File: config.mk
export PLATFORM = sky130hd
export DESIGN_NAME = vdd_recovery_sequencer
export DESIGN_NICKNAME = d
export VERILOG_FILES = /design/src/rtl/power_pkg.sv /design/src/rtl/vdd_recovery_sequencer_seq_timer.sv /design/src/rtl/vdd_recovery_sequencer.sv
export SDC_FILE = /design/constraint.sdc
export NUM_CORES = 1
export LEC_CHECK = 0
export CAP_MARGIN = 15
export CORE_ASPECT_RATIO = 1.75
export CORE_UTILIZATION = 55
export CTS_CLUSTER_DIAMETER = 50
export CTS_CLUSTER_SIZE = 8
export DETAILED_ROUTE_END_ITERATION = 8
export DONT_BUFFER_PORTS = 1
export MAX_ROUTING_LAYER = met4
export PLACE_DENSITY = 0.7
export SLEW_MARGIN = 20
export SYNTH_ARGS = -nofsm -noshare
export SYNTH_HDL_FRONTEND = slang
export SYNTH_HIERARCHICAL = 1
export SYNTH_SLANG_ARGS = --single-unit
File: constraint.sdc
create_clock -name clk -period 4.7 [get_ports clk]
set_input_delay 0.94 -clock clk [delete_from_list [all_inputs] [get_ports clk]]
set_output_delay 0.94 -clock clk [all_outputs]
set_load 0.02 [all_outputs]
File: src/rtl/power_pkg.sv
// Shared types and default parameters for the VDD recovery sequencer.
package power_pkg;

    typedef enum logic [2:0] {
        ST_IDLE    = 3'd0,
        ST_HOLDOFF = 3'd1,
        ST_REQ     = 3'd2,
        ST_VERIFY  = 3'd3,
        ST_RETRY   = 3'd4,
        ST_SAFE    = 3'd5
    } seq_state_e;

    localparam int HOLDOFF_CYCLES_DEF = 16;
    localparam int REQ_TIMEOUT_DEF    = 64;
    localparam int STABLE_CYCLES_DEF  = 256;
    localparam int VERIFY_TIMEOUT_DEF = 4096;
    localparam int MAX_RETRIES_DEF    = 3;

    // Increment that saturates at max_v so the retry count never wraps.
    function automatic logic [3:0] sat_inc(input logic [3:0] v, input logic [3:0] max_v);
        return (v >= max_v) ? max_v : v + 4'd1;
    endfunction

endpackage

File: src/rtl/vdd_recovery_sequencer_seq_timer.sv
// Loadable down-counter that holds at zero; expired is high while the count is zero.
module seq_timer #(
    parameter int W = 8
) (
    input  logic         clk,
    input  logic         reset,
    input  logic         load,
    input  logic [W-1:0] load_val,
    input  logic         tick,
    output logic         expired
);

    logic [W-1:0] cnt_q, cnt_d;

    // Load has priority over tick; an expired counter never wraps.
    always_comb begin
        cnt_d = cnt_q;
        if (load) begin
            cnt_d = load_val;
        end else if (tick && (cnt_q != '0)) begin
            cnt_d = cnt_q - 1'b1;
        end
    end

    // Count register, cleared to zero by reset.
    always_ff @(posedge clk or posedge reset) begin
        if (reset) begin
            cnt_q <= '0;
        end else begin
            cnt_q <= cnt_d;
        end
    end

    assign expired = (cnt_q == '0);

endmodule

File: src/rtl/vdd_recovery_sequencer.sv
// Brown-out recovery sequencer: holdoff, request, stability check, bounded retry, safe latch.
import power_pkg::*;

module vdd_recovery_sequencer #(
    parameter int HOLDOFF_CYCLES = HOLDOFF_CYCLES_DEF,
    parameter int REQ_TIMEOUT    = REQ_TIMEOUT_DEF,
    parameter int STABLE_CYCLES  = STABLE_CYCLES_DEF,
    parameter int VERIFY_TIMEOUT = VERIFY_TIMEOUT_DEF,
    parameter int MAX_RETRIES    = MAX_RETRIES_DEF
) (
    input  logic       clk,
    input  logic       reset,
    input  logic       enable,
    input  logic       fault_vdd,
    input  logic       recovery_ready,
    input  logic       sw_clear,
    output logic       external_recovery,
    output logic       safe_state_req,
    output logic       recovery_done,
    output logic       escalate_pulse,
    output logic [3:0] retry_count,
    output logic [2:0] seq_state
);

    localparam int TW = $clog2(VERIFY_TIMEOUT + 1);
    localparam int SW = $clog2(STABLE_CYCLES + 1);

    localparam logic [TW-1:0] HOLD_LD   = TW'(HOLDOFF_CYCLES - 1);
    localparam logic [TW-1:0] REQ_LD    = TW'(REQ_TIMEOUT - 1);
    localparam logic [TW-1:0] VERIFY_LD = TW'(VERIFY_TIMEOUT - 1);
    localparam logic [SW-1:0] STABLE_LD = SW'(STABLE_CYCLES - 1);
    localparam logic [3:0]    MAX_R     = 4'(MAX_RETRIES);

    seq_state_e  state_q, state_d;
    logic [3:0]  retry_q, retry_d;
    logic        ext_q, ext_d;
    logic        safe_q, safe_d;
    logic        done_q, done_d;
    logic        esc_q, esc_d;

    logic          tmr_load, tmr_tick, tmr_expired;
    logic [TW-1:0] tmr_val;
    logic          stb_load, stb_tick, stb_expired;

    // Shared watchdog for HOLDOFF, REQ and VERIFY.
    seq_timer #(.W(TW)) u_watchdog (
        .clk      (clk),
        .reset    (reset),
        .load     (tmr_load),
        .load_val (tmr_val),
        .tick     (tmr_tick),
        .expired  (tmr_expired)
    );

    // Counts down the fault-free cycles still needed in VERIFY.
    seq_timer #(.W(SW)) u_stable (
        .clk      (clk),
        .reset    (reset),
        .load     (stb_load),
        .load_val (STABLE_LD),
        .tick     (stb_tick),
        .expired  (stb_expired)
    );

    // Next-state, timer control and next values of the registered outputs.
    always_comb begin
        state_d  = state_q;
        retry_d  = retry_q;
        done_d   = 1'b0;
        esc_d    = 1'b0;
        tmr_load = 1'b0;
        tmr_val  = HOLD_LD;
        tmr_tick = 1'b0;
        stb_load = 1'b0;
        stb_tick = 1'b0;

        case (state_q)
            ST_IDLE: begin
                if (enable && fault_vdd) begin
                    state_d  = ST_HOLDOFF;
                    tmr_load = 1'b1;
                    tmr_val  = HOLD_LD;
                end
            end
            ST_HOLDOFF: begin
                if (!fault_vdd) begin
                    state_d = ST_IDLE;
                end else if (tmr_expired) begin
                    state_d  = ST_REQ;
                    tmr_load = 1'b1;
                    tmr_val  = REQ_LD;
                end else begin
                    tmr_tick = 1'b1;
                end
            end
            ST_REQ: begin
                if (recovery_ready) begin
                    state_d  = ST_VERIFY;
                    tmr_load = 1'b1;
                    tmr_val  = VERIFY_LD;
                    stb_load = 1'b1;
                end else if (tmr_expired) begin
                    state_d = ST_RETRY;
                end else begin
                    tmr_tick = 1'b1;
                end
            end
            ST_VERIFY: begin
                // Success is checked before the watchdog so it wins a tie.
                if (!fault_vdd && stb_expired) begin
                    state_d = ST_IDLE;
                    done_d  = 1'b1;
                    retry_d = 4'd0;
                end else if (tmr_expired) begin
                    state_d = ST_RETRY;
                end else begin
                    tmr_tick = 1'b1;
                    if (fault_vdd) begin
                        stb_load = 1'b1;
                    end else begin
                        stb_tick = 1'b1;
                    end
                end
            end
            ST_RETRY: begin
                retry_d = sat_inc(retry_q, MAX_R);
                if (retry_d >= MAX_R) begin
                    state_d = ST_SAFE;
                    esc_d   = 1'b1;
                end else if (fault_vdd) begin
                    state_d  = ST_HOLDOFF;
                    tmr_load = 1'b1;
                    tmr_val  = HOLD_LD;
                end else begin
                    state_d = ST_IDLE;
                end
            end
            ST_SAFE: begin
                if (sw_clear) begin
                    state_d = ST_IDLE;
                    retry_d = 4'd0;
                end
            end
            default: begin
                state_d = ST_IDLE;
            end
        endcase

        // Disabling aborts any sequence except the SAFE latch; the retry count survives.
        if (!enable && (state_q != ST_SAFE)) begin
            state_d  = ST_IDLE;
            retry_d  = retry_q;
            done_d   = 1'b0;
            esc_d    = 1'b0;
            tmr_load = 1'b0;
            tmr_tick = 1'b0;
            stb_load = 1'b0;
            stb_tick = 1'b0;
        end

        ext_d  = (state_d == ST_REQ);
        safe_d = (state_d == ST_SAFE);
    end

    // State and output registers; reset clears everything including the SAFE latch.
    always_ff @(posedge clk or posedge reset) begin
        if (reset) begin
            state_q <= ST_IDLE;
            retry_q <= 4'd0;
            ext_q   <= 1'b0;
            safe_q  <= 1'b0;
            done_q  <= 1'b0;
            esc_q   <= 1'b0;
        end else begin
            state_q <= state_d;
            retry_q <= retry_d;
            ext_q   <= ext_d;
            safe_q  <= safe_d;
            done_q  <= done_d;
            esc_q   <= esc_d;
        end
    end

    assign external_recovery = ext_q;
    assign safe_state_req    = safe_q;
    assign recovery_done     = done_q;
    assign escalate_pulse    = esc_q;
    assign retry_count       = retry_q;
    assign seq_state         = state_q;

endmodule
==> summary.md <==
| Metric | Value |
|---|---|
| Yosys warnings | 6 |
| Final clock skew | between 0.004 and 0.005 ns |
| Crit path largest cell delay | 0.75 ns |
| Largest net degree at the start of global routing | 21 |
| Leading area contributor after synthesis | dfrtp_1 |
| Number of nets in the layout | 266 |
| Die Width | 50.8 um |
| Slowest cell on the critical path | nor4_1 |
| Run status | completed |
| Top post-synthesis cells by area | dfrtp_1 (36%), a21oi_1 (4.4%), a2111oi_4 (3.6%) |
| Drt wl/cell | 15.1 um |
| Design area | around 0.0025 mm^2 |
| Fmax | between 200 and 300 MHz |
| Avg Vias per Cell | 5.90 |
| Io pins | 17 |
| GR Util All Layers | 0.245 |
| Global route overflow | 0 |
| Max VDD drop | 0.000221 V |
| Worst-path clk slew | roughly 0.070 ns |
| Req. time, crit path | about 4.9 ns |
| # H-tree levels | 2 |
| CTS tree | done |
| Worst Reg2Reg Path Length in Cells | 10 |
| DP Area | between 0.002 and 0.0025 mm^2 |
| First-pass GRT wire length | 7.85 mm |
| Post-Synthesis Cell Area | between 0.002 and 0.0025 mm^2 |
| CTS Buf Count | 5 |
| Async set-reset flop share out of synthesis | 1.00 |
| Crit Path Category | register to register |
| # Max-Cap Violations | 0 |
| Final hold slack | 0.516 ns |
| Area grow syn2layout | 7.08% |
| Core Box Area | 0.00394 mm^2 |
| Clock Tree Root | clkbuf_8 |
| Post-Route WL | 4.62 mm |
| Post-synthesis area per instance | 9.41 um^2 |
| Clk Latency, worst-skew pair | approximately 0.28 ns |
| Mapped Cells | between 200 and 250 |
| Critical-path cell list | inv_1 -> ha_1 -> nor3b_2 -> nand4b_4 -> inv_1 -> or2b_1 -> nor4_1 -> or4b_4 -> or4_1 -> a31oi_1 |
| Hold/Removal Path Class | input pin to async pin |
| CTS sink cnt | 33 |
| Port bufs | 0 |
| Starting Density | 0.583 |
| FP Rows | 30 |
| Unrepaired setup endpoints after global routing | false |
| Distinct cells, synth | 74 |
| Drt first pass iters | 4 |
| Actual slew at the worst max-slew pin | 0.973 ns |
| Clock Path Buffers | 2 |
| Initial DRC Count | 38 |
| Most used DFF post-synth | dfrtp_1 |
| Tot Pwr | 0.000628 W |
| Part of the power in registers | 0.523 |
| Leak | 1.07 nW |
| Post-synthesis sequential area ratio | 0.360 |
| DIE AREA | 0.00445 mm^2 |
| Clock network power share | 0.321 |
| Ant diodes | 0 |
| Internal | 0.000449 W |
| Postcts setup bufs | 0 |
| Slew margin rel. | 0.345 |
| # resized after CTS | 0 |
| Area fraction of the dominant cell type after synthesis | 0.360 |
| Commonest non-fill, non-tap cell in the layout | dfrtp_1 |
| Cell mode on critical path | inv_1 |
| Initial antenna violation count | 0 |
| Final critical-path share of the clock period | 0.769 |
| Setup TNS Final | 0 ns |
| Via count | approximately 1,800 |
| Placed cells | 297 |
| Commonest non-fill, non-tap cells in the layout | dfrtp_1 (33), a21oi_1 (20), inv_1 (18), nand2_1 (16), nor2_1 (15) |
| PwrDens | around 260 mW/mm^2 |
| Post-synthesis register bit count | 33 |
| Final Hold Fails | 0 |
| Max Slew Vio Count | 0 |
| # setup viols final | 0 |
| Net switching power | 0.000178 W |
| Comb power frac | 0.156 |
| WP data arrival | 3.81 ns |
| DP HPWL | approximately 3.5 mm |
| Antenna violation net count after detailed routing | 0 |
| Die H | 87.5 um |
| Number of flops mapped to enable cells by yosys | 0 |
| Switching Share | 0.284 |
| Gpl congestion | roughly 0.84 |
| Crit end category | register |
| Layout cells sized above 1 | 0.163 |
| Vias in the first global route | 1,716 |
| Residual DRC | 0 |
| Maximum fanout along the worst path | 11 |
| Final worst path period need | 3.61 ns |
| Crit start category | register |
| Fin cells | about 310 |
| Post-CTS Hold Buffers | 0 |
final timing paths:
check                               startpoint                   to  slack [ns]
max in group asynchronous                reset  u_watchdog/cnt_q[0]        3.79
min reg2reg                  u_stable/cnt_q[8]    u_stable/cnt_q[8]        0.57
min                                      reset    u_stable/cnt_q[5]        0.52
max                        u_watchdog/cnt_q[0]    u_stable/cnt_q[7]        1.09
min in group clk             u_stable/cnt_q[8]    u_stable/cnt_q[8]        0.57
max reg2reg                u_watchdog/cnt_q[0]    u_stable/cnt_q[7]        1.09
cell families (layout without fill, tap and decap cells):
group | after synthesis | after routing | synth area share
other | 2 | 14 | 0.00327
muxes | 4 | 4 | 0.0191
adders and majority gates | 4 | 4 | 0.0218
and+or+nand+nor | 97 | 97 | 0.278
AOI/OAI and AO/OA | 71 | 71 | 0.253
buffers and inverters | 30 | 31 | 0.0534
DFF | 33 | 33 | 0.360
xor gates and xnor gates | 3 | 3 | 0.0114
flip-flops by register name (all words and copies together), names as in the netlist:
| signal | cells |
|---|---|
| external_recovery | 1 |
| retry_count | 4 |
| u_watchdog/cnt_q | 13 |
| recovery_done | 1 |
| seq_state | 3 |
| escalate_pulse | 1 |
| safe_state_req | 1 |
| u_stable/cnt_q | 9 |
worst max-delay path: cells and delay by family, from the launching register on:
family / cells / cell delay [ns]
DFF: 1 / 0.37
adders and majority gates: 1 / 0.21
and+or+nand+nor: 6 / 2.52
buffers and inverters: 2 / 0.26
AOI/OAI and AO/OA: 1 / 0.17
layout make-up:
class	instances	area [um^2]
clock buffers	6	72.6
clock inverters	2	10.0
multi-input cells	193	1390
flip-flops and latches	33	826
fillers	358	1480
repair buffers	3	22.5
well taps	48	60.1
inverters	20	75.1
cell usage after synthesis, types with 3 or more instances:
master / instances
dfrtp_1: 33
a21oi_1: 20
inv_1: 18
nand2_1: 16
nor2_1: 15
nor2b_1: 8
o21ai_0: 8
clkbuf_1: 5
nand2b_1: 5
nand3_1: 5
nor3_1: 5
or4_1: 5
ha_1: 4
nor3b_1: 4
nor4_1: 4
o21ai_1: 4
o31a_1: 4
a2111oi_4: 3
a211oi_2: 3
or3_1: 3
layer usage:
metal	global-route usage	routed length [um]	vias to the layer above	part of all wire
met3	0.0611	153	6	0.033
met4	0.0808	59	0	0.013
met1	0.263	1870	855	0.40
li1	-	-	913	-
met5	-	0	-	0
met2	0.432	2540	27	0.55
metrics by stage:
step                setup WS (ns)  utilization
floorplan                    1.13            -
global placement             1.17        0.603
detailed placement           1.14        0.603
CTS                          1.09        0.624
global route                0.857        0.624
finish                       1.09        0.624
power groups by stage:
stage	Sequential [W]	Combinational, W	Clock, W
floorplan	0.000325	0.0000863	0
global placement	0.000333	0.0000976	0
detailed placement	0.000333	0.0000986	0
CTS	0.000328	0.0000991	0.000210
global route	0.000331	0.000110	0.000222
finish	0.000328	0.0000978	0.000202
Note: power is estimated with default switching activity, not from simulation.
